$ cat src/rtl/cfr_cpw_sequencer.sv
// Gates the peak-cancellation stage off, drains, then copies len I/Q pairs from the source RAM into the CPW table.
// Write latency is one cycle after each read; no backpressure: the copy runs one coefficient per cycle once started.
module cfr_cpw_sequencer #(
  parameter int CPW_ADDR_WIDTH = 8,
  parameter int CPW_DATA_WIDTH = 16,
  parameter int DRAIN_CYCLES   = 64
) (
  input  logic                      clk,
  input  logic                      rst_n,
  input  logic                      cmd_start,
  input  logic                      cmd_abort,
  input  logic [CPW_ADDR_WIDTH:0]   cmd_len,
  input  logic                      user_enable,
  output logic                      busy,
  output logic                      done,
  output logic                      aborted,
  output logic                      err,
  output logic                      ctrl_enable,
  output logic                      src_rd_en,
  output logic [CPW_ADDR_WIDTH-1:0] src_rd_addr,
  input  logic [CPW_DATA_WIDTH-1:0] src_rd_data_i,
  input  logic [CPW_DATA_WIDTH-1:0] src_rd_data_q,
  output logic                      cpw_wr_en,
  output logic [CPW_ADDR_WIDTH-1:0] cpw_wr_addr,
  output logic [CPW_DATA_WIDTH-1:0] cpw_wr_data_i,
  output logic [CPW_DATA_WIDTH-1:0] cpw_wr_data_q
);

  localparam int DCW = (DRAIN_CYCLES > 1) ? $clog2(DRAIN_CYCLES) : 1;
  localparam int RW  = CPW_ADDR_WIDTH + 1;
  localparam logic [DCW-1:0] DRAIN_LAST = DCW'(DRAIN_CYCLES - 1);
  localparam logic [RW-1:0]  DEPTH      = {1'b1, {CPW_ADDR_WIDTH{1'b0}}};

  typedef enum logic [2:0] {
    IDLE  = 3'd0,
    DRAIN = 3'd1,
    LOAD  = 3'd2,
    FLUSH = 3'd3,
    FIN   = 3'd4
  } state_t;

  state_t         state;
  logic [RW-1:0]  len_q;
  logic [RW-1:0]  rd_cnt;
  logic [DCW-1:0] drain_cnt;
  logic           abort_q;
  logic           len_ok;

  assign len_ok = (cmd_len != '0) && (cmd_len <= DEPTH);

  // The source RAM output register is the data flop; gating keeps the bus quiet between writes.
  assign cpw_wr_data_i = cpw_wr_en ? src_rd_data_i : '0;
  assign cpw_wr_data_q = cpw_wr_en ? src_rd_data_q : '0;

  always_ff @(posedge clk) begin
    if (!rst_n) begin
      state       <= IDLE;
      len_q       <= '0;
      rd_cnt      <= '0;
      drain_cnt   <= '0;
      abort_q     <= 1'b0;
      busy        <= 1'b0;
      done        <= 1'b0;
      aborted     <= 1'b0;
      err         <= 1'b0;
      ctrl_enable <= 1'b0;
      src_rd_en   <= 1'b0;
      src_rd_addr <= '0;
      cpw_wr_en   <= 1'b0;
      cpw_wr_addr <= '0;
    end else begin
      done        <= 1'b0;
      aborted     <= 1'b0;
      err         <= 1'b0;
      cpw_wr_en   <= src_rd_en;
      cpw_wr_addr <= src_rd_addr;

      unique case (state)
        IDLE: begin
          ctrl_enable <= user_enable;
          if (cmd_start) begin
            if (len_ok) begin
              state       <= DRAIN;
              len_q       <= cmd_len;
              drain_cnt   <= '0;
              rd_cnt      <= '0;
              abort_q     <= 1'b0;
              busy        <= 1'b1;
              ctrl_enable <= 1'b0;
            end else begin
              err <= 1'b1;
            end
          end
        end

        DRAIN: begin
          ctrl_enable <= 1'b0;
          err         <= cmd_start;
          if (cmd_abort) begin
            state   <= FLUSH;
            abort_q <= 1'b1;
          end else if (drain_cnt == DRAIN_LAST) begin
            state       <= LOAD;
            src_rd_en   <= 1'b1;
            src_rd_addr <= '0;
            rd_cnt      <= RW'(1);
          end else begin
            drain_cnt <= drain_cnt + 1'b1;
          end
        end

        LOAD: begin
          ctrl_enable <= 1'b0;
          err         <= cmd_start;
          // rd_cnt counts reads already issued; it is one bit wider so len == depth terminates cleanly.
          if (cmd_abort || (rd_cnt == len_q)) begin
            state       <= FLUSH;
            abort_q     <= cmd_abort;
            src_rd_en   <= 1'b0;
            src_rd_addr <= '0;
          end else begin
            src_rd_addr <= rd_cnt[CPW_ADDR_WIDTH-1:0];
            rd_cnt      <= rd_cnt + 1'b1;
          end
        end

        FLUSH: begin
          err         <= cmd_start;
          state       <= FIN;
          done        <= 1'b1;
          aborted     <= abort_q;
          busy        <= 1'b0;
          ctrl_enable <= user_enable;
        end

        FIN: begin
          err         <= cmd_start;
          state       <= IDLE;
          ctrl_enable <= user_enable;
        end

        default: begin
          state <= IDLE;
        end
      endcase
    end
  end

endmodule
$ cat config.mk
export PLATFORM = sky130hd
export DESIGN_NAME = cfr_cpw_sequencer
export DESIGN_NICKNAME = d
export VERILOG_FILES = /design/src/rtl/cfr_cpw_sequencer.sv
export SDC_FILE = /design/constraint.sdc
export NUM_CORES = 1
export LEC_CHECK = 0
export BUFFER_PORTS_ARGS = -buffer_cell sky130_fd_sc_hd__buf_2
export CELL_PAD_IN_SITES_DETAIL_PLACEMENT = 2
export CELL_PAD_IN_SITES_GLOBAL_PLACEMENT = 2
export CORE_UTILIZATION = 27
export DETAILED_ROUTE_END_ITERATION = 8
export PLACE_DENSITY = 0.84
export SYNTH_ARGS = -nofsm -noshare
export SYNTH_HDL_FRONTEND = slang
export SYNTH_SLANG_ARGS = --single-unit
export TNS_END_PERCENT = 100
$ cat constraint.sdc
create_clock -name clk -period 2.2 [get_ports clk]
set_input_delay 0.22 -clock clk [delete_from_list [all_inputs] [get_ports clk]]
set_output_delay 0.22 -clock clk [all_outputs]
set_load 0.01 [all_outputs]
==> results of run 1 <==
==> repair_timing <==
action                     4_1_cts  5_1_grt
gates resized for setup          0        1
setup endpoints to repair        0        1
hold buffers                     0        0
==> area by class of cell <==
type                       count  share of cell area (%)
multi-input combinational    207                   41.51
sequential                    51                   31.71
timing repair buffer         112                   18.34
tap                          108                   4.197
clock buffer                   6                   2.565
clock inverter                 2                   1.205
inverter                       4                  0.4664
==> report_power, final <==
group	internal [W]	switching, W	total (W)
logic	0.000113	0.000137	0.000251
registers	0.000948	0.0000264	0.000975
clock network	0.000375	0.000331	0.000705
==> synth_stat cells, types with 2 or more instances <==
cell type,number,area [um^2]
a21oi_1,6,30.03
dfxtp_1,51,1021
nand2_1,17,63.81
inv_1,4,15.01
or4_1,2,15.01
nor4_1,2,12.51
a21boi_0,2,15.01
a211oi_1,2,15.01
clkbuf_1,10,37.54
mux2i_1,9,90.09
nor2b_1,4,25.02
nor2_1,31,116.4
and2_1,47,294.0
a31oi_1,2,12.51
nand4_1,2,12.51
xnor2_1,12,105.1
nand3_1,6,30.03
a22o_1,10,87.58
o21ai_1,6,30.03
nor3_1,3,15.01
ha_1,2,25.02
and3_1,9,56.30
o21ai_0,9,45.04
o211ai_1,6,45.04
==> cell families after synthesis <==
family / count (synthesis) / share of synthesized area, %
AND/OR/NAND/NOR: 130 / 29.62
AO/OA/AOI/OAI: 52 / 15.61
flip-flops: 51 / 42.32
buffers and inverters: 15 / 2.490
XOR/XNOR: 13 / 4.720
multiplexers: 10 / 4.201
adder cells (fa/ha/maj): 2 / 1.037
==> state kept, by name, summed over array words and instances (netlist names) <==
name and count:
len_q 9, rd_cnt 9, cpw_wr_addr 8, src_rd_addr 8, drain_cnt 6, state 3
abort_q 1, aborted 1, busy 1, cpw_wr_en 1, ctrl_enable 1, done 1
err 1, src_rd_en 1
==> per-layer routing <==
| metal | part of all wire, % | up-vias | wire, um | global-route usage [%] |
|---|---|---|---|---|
| met5 | 0 | - | 0 | 0 |
| met4 | 1.1 | 0 | 90 | 4.902 |
| met3 | 5.6 | 8 | 441 | 2.973 |
| met2 | 49 | 74 | 3829 | 30.52 |
| met1 | 44 | 1148 | 3472 | 20.48 |
| li1 | - | 1166 | - | - |
==> worst min-delay path, cell delays in order <==
cell,delay (ns)
buf_2,0.10
mux2i_1,0.06
nor2_1,0.07
==> worst max path at each step <==
stage                             endpoint                 startpoint  slack [ns]
floorplan           rd_cnt[7]$_SDFFE_PN0P_                 cmd_len[4]        0.31
global placement    rd_cnt[7]$_SDFFE_PN0P_                 cmd_len[4]        0.09
detailed placement  rd_cnt[7]$_SDFFE_PN0P_                 cmd_len[4]        0.05
CTS                 rd_cnt[7]$_SDFFE_PN0P_  drain_cnt[0]$_SDFFE_PN0P_        0.09
global route        rd_cnt[8]$_SDFFE_PN0P_     rd_cnt[7]$_SDFFE_PN0P_        0.04
finish              rd_cnt[8]$_SDFFE_PN0P_     rd_cnt[7]$_SDFFE_PN0P_        0.19
==> stage by stage <==
stage	std cells	setup slack (ns)	hold WS (ns)	cell area, um^2
global route	490	0.04123	0.1881	3219
detailed placement	482	0.05091	0.4794	3093
finish	490	0.1890	0.1729	3219
CTS	490	0.09489	0.1726	3214
global placement	482	0.08942	0.4681	3093
floorplan	273	0.3127	0.3639	2412
==> run summary, run 1 <==
outcome = finished, final reports clean
Slew @ Worst Pin = 0.6919 ns
CP arrival = 2.23 ns
Cell Pwr Density = 599.8 nW/um^2
commonest non-fill, non-tap cell in the layout = buf_2
Slowest cell on crit path = dfxtp_1
synthesized area = 2412 um^2
ANT nets after route = 0
Die X = 96.52 um
post-synth cell types = 43
Final HPWL DP = 6193 um
via count of the first global-routing pass = 2468
fillers = 1009
First-pass DRT Iterations = 4
Main synth FF type = dfxtp_1
worst skew pair latency = 0.31 ns
Post-CTS Setup Inserts = 0
asr flop ratio synth = 0%
R2R Path End = rd_cnt[8]$_SDFFE_PN0P_
syn_nets = 321
Clock Root Buffer = clkbuf_8
area of the multi-input gates = 1336 um^2
crit end category = register
Seq/Total Area, Yosys = 42.32%
worst path cell trace = xnor2_1, nand4_1, o31a_1, and3_1, o21ai_0, a21bo_1
Worst R2R Start = rd_cnt[7]$_SDFFE_PN0P_
Reg2Reg Depth = 6
Mean Syn Cell Area = 8.836 um^2
Final period util = 91.41%
row count = 34
Max-Slew Margin vs Limit = 53.81%
Final Hold Vio Count = 0
core area = 8678 um^2
peak supply drop = 0.3436 mV
HP Class = in2reg
Total GRT Usage = 16.95%
CTS tree = done
H-tree levels = 2
Layout Nets = 429
YS warnings = 0
vias per cell = 4.890
unrepaired setup endpoints after global routing = no
Pins Over Slew Limit = 0
kind of critical path = reg2reg
Crit. path cell count = 6
Final setup viols = 0
drc violations = 0
Overflow after GRT = 0
HP Start = cmd_len[3]
Crit Path Max Fanout = 16
Hold EP = len_q[3]$_SDFFE_PN0P_
Ports = 101
Worst-path clk slew = 0.10 ns
share of cells above drive strength 1 = 33.51%
clk buf depth = 2
maxcap violations = 0
commonest cells after routing, fill and taps aside = buf_2 (100), dfxtp_1 (51), and2_1 (47)
Antenna Cells = 0
Hold Path Stages = 3
flop2flop setup slack = 0.19 ns
skew final = 0.007342 ns
vias post-DR = 2396
WL/cell = 15.99 um
Synth Register Bits = 51
RD Place Congestion = 0.7638
global-route wire length before repair = 12040 um
Finished Core Util = 37.10%
WL final = 7833 um
Die ar. = 9316 um^2
Leak Pwr = 1.598 nW
largest net degree at the start of global routing = 34
CP Data Required Time = 2.42 ns
CTS Sinks = 51
number of flops mapped to enable cells by yosys = 0
DRT iter0 DRCs = 70
WP buf/inv = 0
total power = 0.001931 W
critical path's top delay family = compound AO/OA/AOI/OAI gates
total CTS buffers = 5
Worst setup SP type = register
total negative slack = 0 ns
die height = 96.52 um
area growth from synthesis to layout = 33.45%
fin crit period = 2.011 ns
Crit path largest cell delay = 0.50 ns
storage element area = 1021 um^2
Mapped Cells = 273
antenna violations before repair = 0
Peak Freq = 0.4973 GHz
input/output buffers = 100
Initial Utilization = 27.80%
(Power assumes the default switching activity.)
==> inputs of run 2 (changes only) <==
CORE_ASPECT_RATIO = 1.1   (was default)
GPL_TIMING_DRIVEN = 0   (was default)
==> run 2 against run 1 <==
Largest power group unchanged. Via count up 1.2%. Critical endpoint is now src_rd_addr[0]$_SDFFE_PN0P_. Highest routed layer unchanged. Clock power down 3.4%. Clock-buffer cell count down 1. Combinational power about the same. First-iteration DRC count up 27%.
==> run summary, run 2 (synthesis gave the netlist of run 1 again) <==
outcome = finished, final reports clean
fin crit period = 2.109 ns
die height = 101.1 um
Overflow after GRT = 0
Cell Pwr Density = 598.7 nW/um^2
skew final = 0.005681 ns
WL/cell = 16.81 um
clock power share = 35.7%
global-route wire length before repair = 13300 um
Final setup viols = 0
Hold WS = 0.1772 ns
commonest cells after routing, fill and taps aside = buf_2 (101), and2_1 (47), dfxtp_1 (47)
Clock Root Buffer = clkbuf_8
DRT iter0 DRCs = 89
Crit Path Max Fanout = 10
kind of critical path = reg2reg
largest net degree at the start of global routing = 18
CP Data Required Time = 2.41 ns
Die ar. = 9317 um^2
Peak Freq = 0.4741 GHz
Slowest cell on crit path = dfxtp_1
Psw = 0.0005066 W
via count of the first global-routing pass = 2552
Final Hold Vio Count = 0
Gate power share = 13.3%
vias per cell = 4.927
area growth from synthesis to layout = 32.11%
CTS Sinks = 51
Cell Int Power = 0.001401 W
Die X = 92.13 um
Crit path largest cell delay = 0.50 ns
Switching Fraction = 26.55%
Final HPWL DP = 6409 um
Antenna Cells = 0
share of cells above drive strength 1 = 32.55%
Initial Utilization = 28.25%
worst skew pair latency = 0.31 ns
HP Class = in2reg
total negative slack = 0 ns
total CTS buffers = 5
Final period util = 95.87%
Cells after DPL = 484
Layout Nets = 428
Ports = 101
CTS tree = done
ANT nets after route = 0
vias post-DR = 2424
Total GRT Usage = 18.15%
maxcap violations = 0
sequential power share = 51.0%
largest registers = len_q: 9 flops, rd_cnt: 9 flops
unrepaired setup endpoints after global routing = no
Post-CTS Setup Inserts = 0
clk buf depth = 2
Non-Filler Instances = 492
row count = 35
Slew @ Worst Pin = 0.5483 ns
crit end category = register
core area = 8539 um^2
First-pass DRT Iterations = 4
Pins Over Slew Limit = 0
commonest non-fill, non-tap cell in the layout = buf_2
H-tree levels = 2
CP arrival = 2.32 ns
WL final = 8272 um
Worst setup SP type = register
Leak Pwr = 1.562 nW
peak supply drop = 0.2250 mV
Worst-path clk slew = 0.10 ns
area post-placement = 3052 um^2
design area = 3187 um^2
drc violations = 0
worst path cell trace = xnor2_1, nand3_1, o31a_1, and3_1, clkbuf_1, buf_2, a22o_1
RD Place Congestion = 0.7463
antenna violations before repair = 0
input/output buffers = 100
Max-Slew Margin vs Limit = 62.95%
-- run 2: changes by cell type in the layout (fill, tap and decap cells not counted), sizes merged --
cell / delta
buf: -10
clkbuf: +8
clkinv: +1
-- run 2: power groups by stage --
stage	combinational [W]	sequential (W)	clock [W]
4_1_cts	0.000256	0.000972	0.000704
2_1_floorplan	0.000146	0.000989	0
5_1_grt	0.000280	0.000977	0.000728
6_report	0.000254	0.000973	0.000681
3_3_place_gp	0.000236	0.000990	0
3_5_place_dp	0.000249	0.000993	0
-- run 2: per-stage QoR --
step	total power [W]	setup slack (ns)	utilization, %
floorplan	0.001135	0.3127	-
global placement	0.001226	-0.07971	35.74
detailed placement	0.001242	-0.1139	35.74
CTS	0.001931	0.01259	37.11
global route	0.001985	0.001259	37.32
finish	0.001908	0.09078	37.32
-- run 2: layout make-up --
class	instances	area, um^2
fill	1021	5353
tap	111	138.9
clock inverter	3	47.55
clock buffer	5	68.82
multi-input combinational	207	1343
timing repair buffer	100	500.5
sequential	51	1026
inverter	4	15.01
buffer	11	47.55
-- run 2: worst max-delay path, delay by kind of cell (launching register included) --
family / cells / cell delay [ns]
AND/OR/NAND/NOR: 2 / 0.31
buffers and inverters: 2 / 0.45
AO/OA/AOI/OAI: 2 / 0.59
flip-flops: 1 / 0.50
XOR/XNOR: 1 / 0.16
-- run 2: routing by layer --
layer | part of all wire [%] | GRT usage (%)
met1 | 40 | 19.69
met2 | 54 | 35.99
met3 | 4.7 | 3.078
met4 | 1.6 | 5.048
met5 | 0 | 0
-- run 2: final timing paths --
| check | start | endpoint | slack (ns) | cells past startpoint |
|---|---|---|---|---|
| setup / recovery | rd_cnt[0]$_SDFFE_PN0P_ | src_rd_addr[0]$_SDFFE_PN0P_ | 0.09 | 7 |
| hold / removal | cmd_len[3] | len_q[3]$_SDFFE_PN0P_ | 0.18 | 3 |
| setup reg to reg | rd_cnt[0]$_SDFFE_PN0P_ | src_rd_addr[0]$_SDFFE_PN0P_ | 0.09 | 7 |
| hold reg to reg | src_rd_en$_SDFFE_PN0P_ | cpw_wr_en$_SDFF_PN0_ | 0.50 | 1 |
-- run 2: repair_timing --
| item | in CTS | in global routing |
|---|---|---|
| hold buffers | 0 | 0 |
| endpoints found under the setup margin | 10 | 12 |
| endpoints found under the hold margin | 0 | 0 |
| resized for setup | 1 | 9 |
==> inputs of run 3 (changes only) <==
--- a/config.mk
+++ b/config.mk
@@ -13,2 +13,3 @@
 export DETAILED_ROUTE_END_ITERATION = 8
+export GPL_ROUTABILITY_DRIVEN = 0
 export GPL_TIMING_DRIVEN = 0
==> constraint.sdc (replaced) <==
create_clock -name clk -period 2.2 [get_ports clk]
set_input_delay 0.44 -clock clk [delete_from_list [all_inputs] [get_ports clk]]
set_output_delay 0.44 -clock clk [all_outputs]
set_load 0.01 [all_outputs]
==> run 3 against run 2 <==
Utilization up 0.073 points. Critical endpoint unchanged. Wire length up 0.22%. Largest cell class unchanged. Critical path depth is the same. Via count increased by 0.41%. Power barely moved. Clock skew is essentially flat. Setup slack worse by 0.0036 ns.
==> run summary, run 3 (synthesis gave the netlist of run 1 again) <==
outcome = finished, final reports clean
commonest non-fill, non-tap cell in the layout = buf_2
largest registers = len_q: 9 flops, rd_cnt: 9 flops
Die X = 92.13 um
antenna violations before repair = 0
crit end category = register
Die ar. = 9317 um^2
Antenna Cells = 0
fin crit period = 2.113 ns
Initial Utilization = 28.25%
flop2flop setup slack = 0.09 ns
die height = 101.1 um
Hold EP = len_q[3]$_SDFFE_PN0P_
Finished Core Util = 37.39%
fillers = 1022
Overflow after GRT = 0
Worst setup SP type = register
Reg2Reg Depth = 7
Post-CTS Setup Inserts = 0
Peak Freq = 0.4733 GHz
ANT nets after route = 0
skew final = 0.006172 ns
Crit Path Max Fanout = 10
vias post-DR = 2434
DRT iter0 DRCs = 90
Hold Path Stages = 3
Final period util = 96.04%
clk buf depth = 2
Max-Slew Margin vs Limit = 63.11%
maxcap violations = 0
Leak Pwr = 1.563 nW
WL/cell = 16.85 um
CTS tree = done
vias per cell = 4.947
CTS Sinks = 51
HP Start = cmd_len[3]
Worst-path clk slew = 0.10 ns
Final setup viols = 0
CP Data Required Time = 2.41 ns
WL final = 8290 um
Pins Over Slew Limit = 0
commonest cells after routing, fill and taps aside = buf_2 (101), and2_1 (47), dfxtp_1 (47)
H-tree levels = 2
CP arrival = 2.32 ns
CP startpoint = rd_cnt[0]$_SDFFE_PN0P_
total CTS buffers = 5
via count of the first global-routing pass = 2552
Layout Nets = 428
Slew @ Worst Pin = 0.5459 ns
peak supply drop = 0.2249 mV
First-pass DRT Iterations = 4
kind of critical path = reg2reg
global-route wire length before repair = 13300 um
Worst R2R Start = rd_cnt[0]$_SDFFE_PN0P_
worst skew pair latency = 0.31 ns
row count = 35
Non-Filler Instances = 492
unrepaired setup endpoints after global routing = no
Clock Root Buffer = clkbuf_8
cts hold-fix bufs = 0
Cells after DPL = 484
HP Class = in2reg
Ports = 101
input/output buffers = 100
Final Hold Vio Count = 0
share of cells above drive strength 1 = 32.81%
area growth from synthesis to layout = 32.37%
core area = 8539 um^2
Total GRT Usage = 18.15%
Cell Pwr Density = 598.0 nW/um^2
Final HPWL DP = 6409 um
largest net degree at the start of global routing = 18
R2R Path End = src_rd_addr[0]$_SDFFE_PN0P_
drc violations = 0
-- run 3: cell types whose count changed in the layout (fill, tap and decap cells not counted) --
cell	change
a21boi_0	-1
nor4_2	+1
nor4_1	-1
a21boi_1	+1
-- run 3: repair_timing --
| action | in CTS | in global routing |
|---|---|---|
| resized for setup | 2 | 10 |
| setup endpoints to repair | 12 | 14 |
| pin swaps | 0 | 0 |
-- run 3: worst max path at each step --
stage	endpoint	slack, ns	depth (start not counted)
final	src_rd_addr[0]$_SDFFE_PN0P_	0.09	7
after detailed placement	drain_cnt[3]$_SDFFE_PN0P_	-0.33	8
after global placement	drain_cnt[3]$_SDFFE_PN0P_	-0.30	8
after CTS	rd_cnt[1]$_SDFFE_PN0P_	0.01	7
after global routing	rd_cnt[1]$_SDFFE_PN0P_	0.001	7
after floorplan	rd_cnt[7]$_SDFFE_PN0P_	0.09	6
-- run 3: worst max-delay path: stages, from the launching register on --
cell and delay, ns:
dfxtp_1 0.49, xnor2_1 0.16, nand3_1 0.11, o31a_1 0.35, and3_1 0.20, clkbuf_1 0.21
buf_2 0.25, a22o_1 0.24
-- run 3: through the flow --
stage / setup slack (ns) / hold slack (ns) / total power (W) / TNS, ns / area, um^2
global placement: -0.2997 / 0.4671 / 0.001226 / -2.771 / 3052
global route: 0.001259 / 0.4140 / 0.001986 / 0 / 3193
floorplan: 0.09274 / 0.4542 / 0.001135 / 0 / 2412
CTS: 0.01259 / 0.3942 / 0.001932 / 0 / 3176
detailed placement: -0.3339 / 0.4708 / 0.001242 / -3.910 / 3052
finish: 0.08719 / 0.3951 / 0.001910 / 0 / 3193
-- run 3: area by class of cell --
class | count | area (um^2) | area share, %
tap | 111 | 138.9 | 4.350
sequential | 51 | 1026 | 32.13
inverter | 4 | 15.01 | 0.4702
multi-input combinational | 207 | 1349 | 42.24
timing repair buffer | 100 | 500.5 | 15.67
clock inverter | 3 | 47.55 | 1.489
buffer | 11 | 47.55 | 1.489
clock buffer | 5 | 68.82 | 2.155
-- run 3: power breakdown --
group	total, W	leakage, nW	switching (W)	internal, W
Combinational	0.000254	1.09	0.000146	0.000108
Clock	0.000683	0.0587	0.000337	0.000345
Sequential	0.000972	0.415	0.0000242	0.000948
Total	0.00191	1.56	0.000508	0.00140
-- run 3: layer usage --
metal	share of wire, %	GRT usage [%]	up-vias
met1	40	19.69	1191
met3	4.6	3.078	9
met5	0	0	-
li1	-	-	1162
met4	1.6	5.048	0
met2	54	35.99	72
